**config.mk**
```make
export PLATFORM = sky130hd
export DESIGN_NAME = pipe_reg_flat
export DESIGN_NICKNAME = d
export VERILOG_FILES = /design/src/rtl/pipe_reg_if.sv /design/src/rtl/pipe_reg.sv /design/src/flat_wrapper.sv
export SDC_FILE = /design/constraint.sdc
export NUM_CORES = 1
export LEC_CHECK = 0
export CAP_MARGIN = 20
export CORE_MARGIN = 5
export CORE_UTILIZATION = 32
export CTS_CLUSTER_DIAMETER = 30
export DETAILED_ROUTE_END_ITERATION = 16
export GPL_TIMING_DRIVEN = 1
export MAX_ROUTING_LAYER = met4
export PLACE_DENSITY = 0.62
export SLEW_MARGIN = 20
export SYNTH_ARGS = -nofsm -noshare
export SYNTH_HDL_FRONTEND = slang
export SYNTH_SLANG_ARGS = --single-unit
```
**constraint.sdc**
```tcl
create_clock -name pipe_reg_clock_in -period 2.95 [get_ports pipe_reg_clock_in]
set_clock_uncertainty 0.05 [all_clocks]
set_input_delay 0.59 -clock pipe_reg_clock_in [delete_from_list [all_inputs] [get_ports pipe_reg_clock_in]]
set_output_delay 0.59 -clock pipe_reg_clock_in [all_outputs]
set_load 0.05 [all_outputs]
```
**src/rtl/pipe_reg_if.sv**
```systemverilog
// rtl/pipe_reg_if.sv - handshake bundle between pipe_reg and its neighbours
//
// Purpose: groups the upstream and downstream valid/ready/data signals of
// pipe_reg into one interface.
// Signals:
//   pipe_reg_valid_in   upstream presents data
//   pipe_reg_data_in    upstream data (DATA_WIDTH bits)
//   pipe_reg_ready_out  block can accept upstream data this cycle
//   pipe_reg_valid_out  block presents data downstream
//   pipe_reg_data_out   downstream data (DATA_WIDTH bits)
//   pipe_reg_ready_in   downstream accepts data this cycle
//   pipe_reg_count_out  number of held entries (0, 1 or 2)
// Modports:
//   slave   the pipe_reg side
//   master  the environment side (drives the *_in signals)
interface pipe_reg_if #(
  parameter int DATA_WIDTH = 32
);
  logic                  pipe_reg_valid_in;
  logic [DATA_WIDTH-1:0] pipe_reg_data_in;
  logic                  pipe_reg_ready_out;
  logic                  pipe_reg_valid_out;
  logic [DATA_WIDTH-1:0] pipe_reg_data_out;
  logic                  pipe_reg_ready_in;
  logic [1:0]            pipe_reg_count_out;

  modport slave (
    input  pipe_reg_valid_in,
    input  pipe_reg_data_in,
    output pipe_reg_ready_out,
    output pipe_reg_valid_out,
    output pipe_reg_data_out,
    input  pipe_reg_ready_in,
    output pipe_reg_count_out
  );

  modport master (
    output pipe_reg_valid_in,
    output pipe_reg_data_in,
    input  pipe_reg_ready_out,
    input  pipe_reg_valid_out,
    input  pipe_reg_data_out,
    output pipe_reg_ready_in,
    input  pipe_reg_count_out
  );
endinterface

```
**src/rtl/pipe_reg.sv**
```systemverilog
// rtl/pipe_reg.sv - two-entry skid buffer pipeline register
//
// Purpose: registers a valid/ready stream with one cycle of latency and full
// throughput. A main register drives the output; a skid register catches the
// one word that arrives while the downstream stalls, so ready_out depends only
// on registered state.
// Ports:
//   pipe_reg_clock_in   clock, all state updates on the rising edge
//   pipe_reg_reset_in   synchronous active-high reset
//   pipe_reg_flush_in   synchronous discard of all held entries
//   pipe_reg_bus        pipe_reg_if.slave handshake bundle (see pipe_reg_if)
module pipe_reg #(
  parameter int                    DATA_WIDTH  = 32,
  parameter logic [DATA_WIDTH-1:0] RESET_VALUE = '0
) (
  input  logic      pipe_reg_clock_in,
  input  logic      pipe_reg_reset_in,
  input  logic      pipe_reg_flush_in,
  pipe_reg_if.slave pipe_reg_bus
);

  typedef enum logic [1:0] {
    ST_EMPTY = 2'd0,
    ST_ONE   = 2'd1,
    ST_TWO   = 2'd2
  } state_t;

  state_t                state_q;
  state_t                state_d;
  logic [DATA_WIDTH-1:0] main_q;
  logic [DATA_WIDTH-1:0] main_d;
  logic [DATA_WIDTH-1:0] skid_q;
  logic [DATA_WIDTH-1:0] skid_d;

  logic ready_int;
  logic valid_int;
  logic push;
  logic pop;

  // Handshake qualifiers come from state only; reset masking is applied to
  // the visible outputs further down, and reset wins in the register anyway.
  assign ready_int = (state_q != ST_TWO);
  assign valid_int = (state_q == ST_ONE) || (state_q == ST_TWO);
  assign push      = pipe_reg_bus.pipe_reg_valid_in && ready_int;
  assign pop       = valid_int && pipe_reg_bus.pipe_reg_ready_in;

  always_comb begin
    state_d = state_q;
    main_d  = main_q;
    skid_d  = skid_q;

    if (pipe_reg_flush_in) begin
      state_d = ST_EMPTY;
      main_d  = RESET_VALUE;
      skid_d  = RESET_VALUE;
    end else begin
      case (state_q)
        ST_EMPTY: begin
          if (push) begin
            state_d = ST_ONE;
            main_d  = pipe_reg_bus.pipe_reg_data_in;
          end
        end
        ST_ONE: begin
          if (push && pop) begin
            main_d = pipe_reg_bus.pipe_reg_data_in;
          end else if (push) begin
            // Downstream stalled: park the new word, keep main stable.
            state_d = ST_TWO;
            skid_d  = pipe_reg_bus.pipe_reg_data_in;
          end else if (pop) begin
            state_d = ST_EMPTY;
          end
        end
        ST_TWO: begin
          if (pop) begin
            state_d = ST_ONE;
            main_d  = skid_q;
          end
        end
        default: begin
          // Unencoded state value: drop back to a known empty buffer.
          state_d = ST_EMPTY;
        end
      endcase
    end
  end

  always_ff @(posedge pipe_reg_clock_in) begin
    if (pipe_reg_reset_in) begin
      state_q <= ST_EMPTY;
      main_q  <= RESET_VALUE;
      skid_q  <= RESET_VALUE;
    end else begin
      state_q <= state_d;
      main_q  <= main_d;
      skid_q  <= skid_d;
    end
  end

  // Handshake outputs are held low for as long as reset is asserted so that
  // neither neighbour sees a transfer that the register is about to discard.
  assign pipe_reg_bus.pipe_reg_ready_out = ready_int && !pipe_reg_reset_in;
  assign pipe_reg_bus.pipe_reg_valid_out = valid_int && !pipe_reg_reset_in;
  assign pipe_reg_bus.pipe_reg_data_out  = main_q;

  always_comb begin
    pipe_reg_bus.pipe_reg_count_out = 2'd0;
    case (state_q)
      ST_ONE:  pipe_reg_bus.pipe_reg_count_out = 2'd1;
      ST_TWO:  pipe_reg_bus.pipe_reg_count_out = 2'd2;
      default: pipe_reg_bus.pipe_reg_count_out = 2'd0;
    endcase
  end

endmodule

```
**src/flat_wrapper.sv**
```systemverilog
// flat-port wrapper written by rule: the top's interface ports become plain ports
module pipe_reg_flat 
#(
  parameter int                    DATA_WIDTH  = 32,
  parameter logic [DATA_WIDTH-1:0] RESET_VALUE = '0
)
  (pipe_reg_clock_in, pipe_reg_reset_in, pipe_reg_flush_in, pipe_reg_bus_pipe_reg_valid_in, pipe_reg_bus_pipe_reg_data_in, pipe_reg_bus_pipe_reg_ready_out, pipe_reg_bus_pipe_reg_valid_out, pipe_reg_bus_pipe_reg_data_out, pipe_reg_bus_pipe_reg_ready_in, pipe_reg_bus_pipe_reg_count_out);
  pipe_reg_if #(.DATA_WIDTH(DATA_WIDTH)) pipe_reg_bus_i ();
  input  logic pipe_reg_clock_in;
  input  logic pipe_reg_reset_in;
  input  logic pipe_reg_flush_in;
  input wire logic [$bits(pipe_reg_bus_i.pipe_reg_valid_in)-1:0] pipe_reg_bus_pipe_reg_valid_in;
  input wire logic [$bits(pipe_reg_bus_i.pipe_reg_data_in)-1:0] pipe_reg_bus_pipe_reg_data_in;
  output wire logic [$bits(pipe_reg_bus_i.pipe_reg_ready_out)-1:0] pipe_reg_bus_pipe_reg_ready_out;
  output wire logic [$bits(pipe_reg_bus_i.pipe_reg_valid_out)-1:0] pipe_reg_bus_pipe_reg_valid_out;
  output wire logic [$bits(pipe_reg_bus_i.pipe_reg_data_out)-1:0] pipe_reg_bus_pipe_reg_data_out;
  input wire logic [$bits(pipe_reg_bus_i.pipe_reg_ready_in)-1:0] pipe_reg_bus_pipe_reg_ready_in;
  output wire logic [$bits(pipe_reg_bus_i.pipe_reg_count_out)-1:0] pipe_reg_bus_pipe_reg_count_out;
  assign pipe_reg_bus_i.pipe_reg_valid_in = pipe_reg_bus_pipe_reg_valid_in;
  assign pipe_reg_bus_i.pipe_reg_data_in = pipe_reg_bus_pipe_reg_data_in;
  assign pipe_reg_bus_pipe_reg_ready_out = pipe_reg_bus_i.pipe_reg_ready_out;
  assign pipe_reg_bus_pipe_reg_valid_out = pipe_reg_bus_i.pipe_reg_valid_out;
  assign pipe_reg_bus_pipe_reg_data_out = pipe_reg_bus_i.pipe_reg_data_out;
  assign pipe_reg_bus_i.pipe_reg_ready_in = pipe_reg_bus_pipe_reg_ready_in;
  assign pipe_reg_bus_pipe_reg_count_out = pipe_reg_bus_i.pipe_reg_count_out;
  pipe_reg #(.DATA_WIDTH(DATA_WIDTH), .RESET_VALUE(RESET_VALUE)) u_core (.pipe_reg_clock_in(pipe_reg_clock_in), .pipe_reg_reset_in(pipe_reg_reset_in), .pipe_reg_flush_in(pipe_reg_flush_in), .pipe_reg_bus(pipe_reg_bus_i));
endmodule
```
==> PnR_summary.wiki <==
{| class="wikitable"
! Metric !! Value
|-
| Least-Margin Pin Slew || approximately 0.53 ns
|-
| Setup repair after global routing missed its margin || no
|-
| Vias after detailed routing || between 2k and 2.5k
|-
| Layout cells sized above 1 || 0.0853
|-
| Final Wtd Congestion || 0.778
|-
| Post-Route WL || around 7400 um
|-
| Hold depth || 2
|-
| Number of nets in the synthesized netlist || about 360
|-
| Area of the mapped netlist || between 0.002 and 0.003 sq mm
|-
| CTS root buffer || clkbuf_8
|-
| Outcome || finished, final reports clean
|-
| Number of antenna violations at the first check in global routing || 0
|-
| Final Hold Violating Endpoints || 0
|-
| Post-synthesis simple-gate area fraction || 0.113
|-
| First-pass iteration count of the detailed router || 4
|-
| Most used cells in the layout excluding fill and tap cells || 71 x clkdlybuf4s50_1, 66 x dfxtp_1, 65 x nand2_1
|-
| Number of nets in the final layout || roughly 420
|-
| Part of the Yosys area used for sequential elements || 0.473
|-
| Reg2reg start || u_core.state_q[0]
|-
| Compound-cell area share of the yosys netlist || 0.227
|-
| Synthesized instance count || around 320
|-
| Clk buf depth || 2
|-
| Max stage delay on crit path || slightly above 0.8 ns
|-
| Maximum number of pins on one net before global-route repair || 45
|-
| Count of max-cap constraint violations || 0
|-
| TNS Setup || 0 ns
|-
| Worst reg2reg path depth || 8
|-
| Critical path required time || 2.31 ns
|-
| Critical-path maximum fanout || 3
|-
| Number of buffer cells added on primary ports || slightly above 70
|-
| Number of clock buffers inserted by TritonCTS || 9
|-
| All-layer global routing usage || 0.145
|-
| Effective utilization at floorplan || 0.324
|-
| Register bit count reported by yosys || 66
|-
| Highest-delay cell along the critical path || clkdlybuf4s50_1
|-
| Post-synthesis share of cell area spent on full adders, half adders and majority gates || 0.0179
|-
| Post-DR wirelength/cell || approximately 15 um
|-
| Post-CTS setup buffers || 0
|-
| Synth cell types || 25
|-
| Die X-Extent || approximately 100 um
|-
| Crit path kind || in -> out
|-
| Tot Pwr || about 0.0020 W
|-
| Total core area || approximately 0.0086 sq mm
|-
| Most Frequent Cell on Critical Path || clkdlybuf4s50_1
|-
| Layout Area Growth over Synthesis || 37.0%
|-
| Remaining global-route overflow || 0
|-
| Mean instance size in the synthesized netlist || 8.87 sq um
|-
| Clock latency of the later-clocked register in the worst-skew pair || approximately 0.34 ns
|-
| Multi-input gate area in the final layout || ~0.0013 sq mm
|-
| Flip-flop cell with the highest count after synthesis || dfxtp_1
|-
| Site Rows || 34
|-
| Worst min-delay path startpoint || u_core.skid_q[13]
|-
| Number of hold buffers added after CTS || 0
|-
| End point of the most critical hold path || u_core.skid_q[13]
|-
| Routed vias/inst || between 4 and 5
|-
| Combinational family with the most area after synthesis || compound AO/OA/AOI/OAI gates
|-
| Commonest non-fill, non-tap cell in the layout || clkdlybuf4s50_1
|-
| Antenna cells || 0
|-
| Share of flip-flops with an asynchronous set or reset || 0
|-
| First-pass GRT wire length || roughly 12000 um
|-
| EDFF count, synth || 0
|-
| Count of pins on the block boundary || 73
|-
| Critical Path Start Type || input pin
|-
| P per Cell Area || 530 mW/mm^2
|-
| Critical Path End Type || output port
|-
| Antenna Nets Post-Route || 0
|-
| Fillers || 863
|-
| Worst rel slew slack || 0.645
|-
| Clock tree from TritonCTS || yes
|-
| Worst hold-check path type || reg -> reg
|-
| Leakage || between 1 and 1.5 nW
|-
| Sum of buffers and inverters on the critical path || 2
|-
| Portion of the clock cycle consumed by the worst path in the final layout || 0.874
|-
| Arrival time at the worst endpoint || roughly 1.9 ns
|-
| Final critical-path required period || 2.58 ns
|-
| Number of pins exceeding their max-slew limit in the final report || 0
|-
| CP delay by family, top || buffers and inverters
|-
| Endpoint of the most critical register-to-register path || u_core.skid_q[14]
|-
| Synthesis warning total || 0
|-
| First DRT Iteration DRCs || about 70
|-
| Clock slew at the register clock pins of the worst setup and hold paths || about 0.07 ns
|-
| Maximum vdd ir drop || approximately 0.24 mV
|-
| DRC violations left || 0
|-
| Register cell area after layout || roughly 0.0013 sq mm
|-
| Synth Area in XOR/XNOR || 0
|-
| Sequence of cells on the critical path || clkdlybuf4s50_1, nor2_1, clkdlybuf4s50_1
|-
| Max Fclk || approximately 390 MHz
|-
| Final core occ || 0.443
|-
| Die Footprint || ~0.011 sq mm
|-
| Placed standard-cell area || 0.00366 sq mm
|-
| Post-synthesis mux area share || 0.115
|-
| Number of global-route vias before repair || between 2k and 2.5k
|-
| DIE HEIGHT || about 100 um
|-
| Count of clock tree sinks || 66
|-
| Total setup violations reported at the end of the flow || 0
|-
| Post-detail-place hpwl || a little under 5000 um
|-
| Setup slack, reg-to-reg || 0.64 ns
|-
| Gates resized, CTS repair || 0
|-
| Finished Cell Area || approximately 0.0038 sq mm
|-
| Level count of the clock H-tree || 3
|}
## tightest hold or removal path: stages (launching register included)
cell and delay, ns:
dfxtp_1 0.31, nand2_1 0.05, a21oi_1 0.05
## cells by family (layout without fill, tap and decap cells)
group	count (synthesis)	after routing
flops	66	66
fa+ha+maj	4	4
compound gates	105	105
buf+inv	32	104
simple gates	76	76
mux	32	32
## worst max-delay path by stage
stage,from,to,slack [ns],cells past startpoint
2_1_floorplan,u_core.state_q[0],pipe_reg_bus_pipe_reg_ready_out,0.36,5
3_3_place_gp,pipe_reg_reset_in,pipe_reg_bus_pipe_reg_ready_out,0.38,3
3_5_place_dp,pipe_reg_reset_in,pipe_reg_bus_pipe_reg_ready_out,0.37,3
4_1_cts,u_core.state_q[1],pipe_reg_bus_pipe_reg_count_out[0],0.36,3
5_1_grt,u_core.state_q[0],pipe_reg_bus_pipe_reg_ready_out,0.26,4
6_report,pipe_reg_reset_in,pipe_reg_bus_pipe_reg_ready_out,0.37,3
## Yosys cell counts, types with 2 or more instances
master / n / share of area
dfxtp_1: 66 / 0.47
nand2_1: 65 / 0.087
a21oi_1: 64 / 0.11
a211oi_1: 33 / 0.089
mux2i_1: 32 / 0.11
buf_2: 17 / 0.030
clkbuf_1: 7 / 0.0094
ha_1: 4 / 0.018
inv_1: 4 / 0.0054
buf_4: 3 / 0.0081
nor2b_1: 3 / 0.0067
a21oi_2: 2 / 0.0063
o22ai_1: 2 / 0.0045
or2_1: 2 / 0.0045
## per-stage QoR
stage                     worst slack, ns  instances  hold WS, ns
after floorplan                     0.356        315        0.386
after global placement              0.381        480        0.391
after detailed placement            0.374        480        0.396
after CTS                           0.361        495        0.406
after global routing                0.262        495        0.423
final                               0.373        495        0.404
## registers in the layout (all words and copies together), names as in the netlist
signal,count
u_core.pipe_reg_bus.pipe_reg_data_out,32
u_core.state_q,2
u_core.skid_q,32
## layer usage
layer	GRT usage	part of all wire	routed length, um
met3	0.0469	0.065	475
met5	-	0	0
met2	0.228	0.48	3510
met1	0.180	0.45	3320
met4	0.0388	0.0072	53
## area by class of cell
| cell class | instances | area share |
|---|---|---|
| repair buffers | 85 | 0.220 |
| flip-flops and latches | 66 | 0.345 |
| inverters | 4 | 0.00392 |
| well taps | 108 | 0.0353 |
| clock buffers | 13 | 0.0415 |
| clock inverters | 2 | 0.00327 |
| multi-input cells | 217 | 0.351 |
## power by group
part           internal [W]  total [W]  switching (W)
Sequential         0.000924   0.000943      0.0000191
Clock              0.000346   0.000682       0.000336
Combinational      0.000161   0.000405       0.000244
Total               0.00143    0.00203       0.000600
Note: power is estimated with default switching activity, not from simulation.
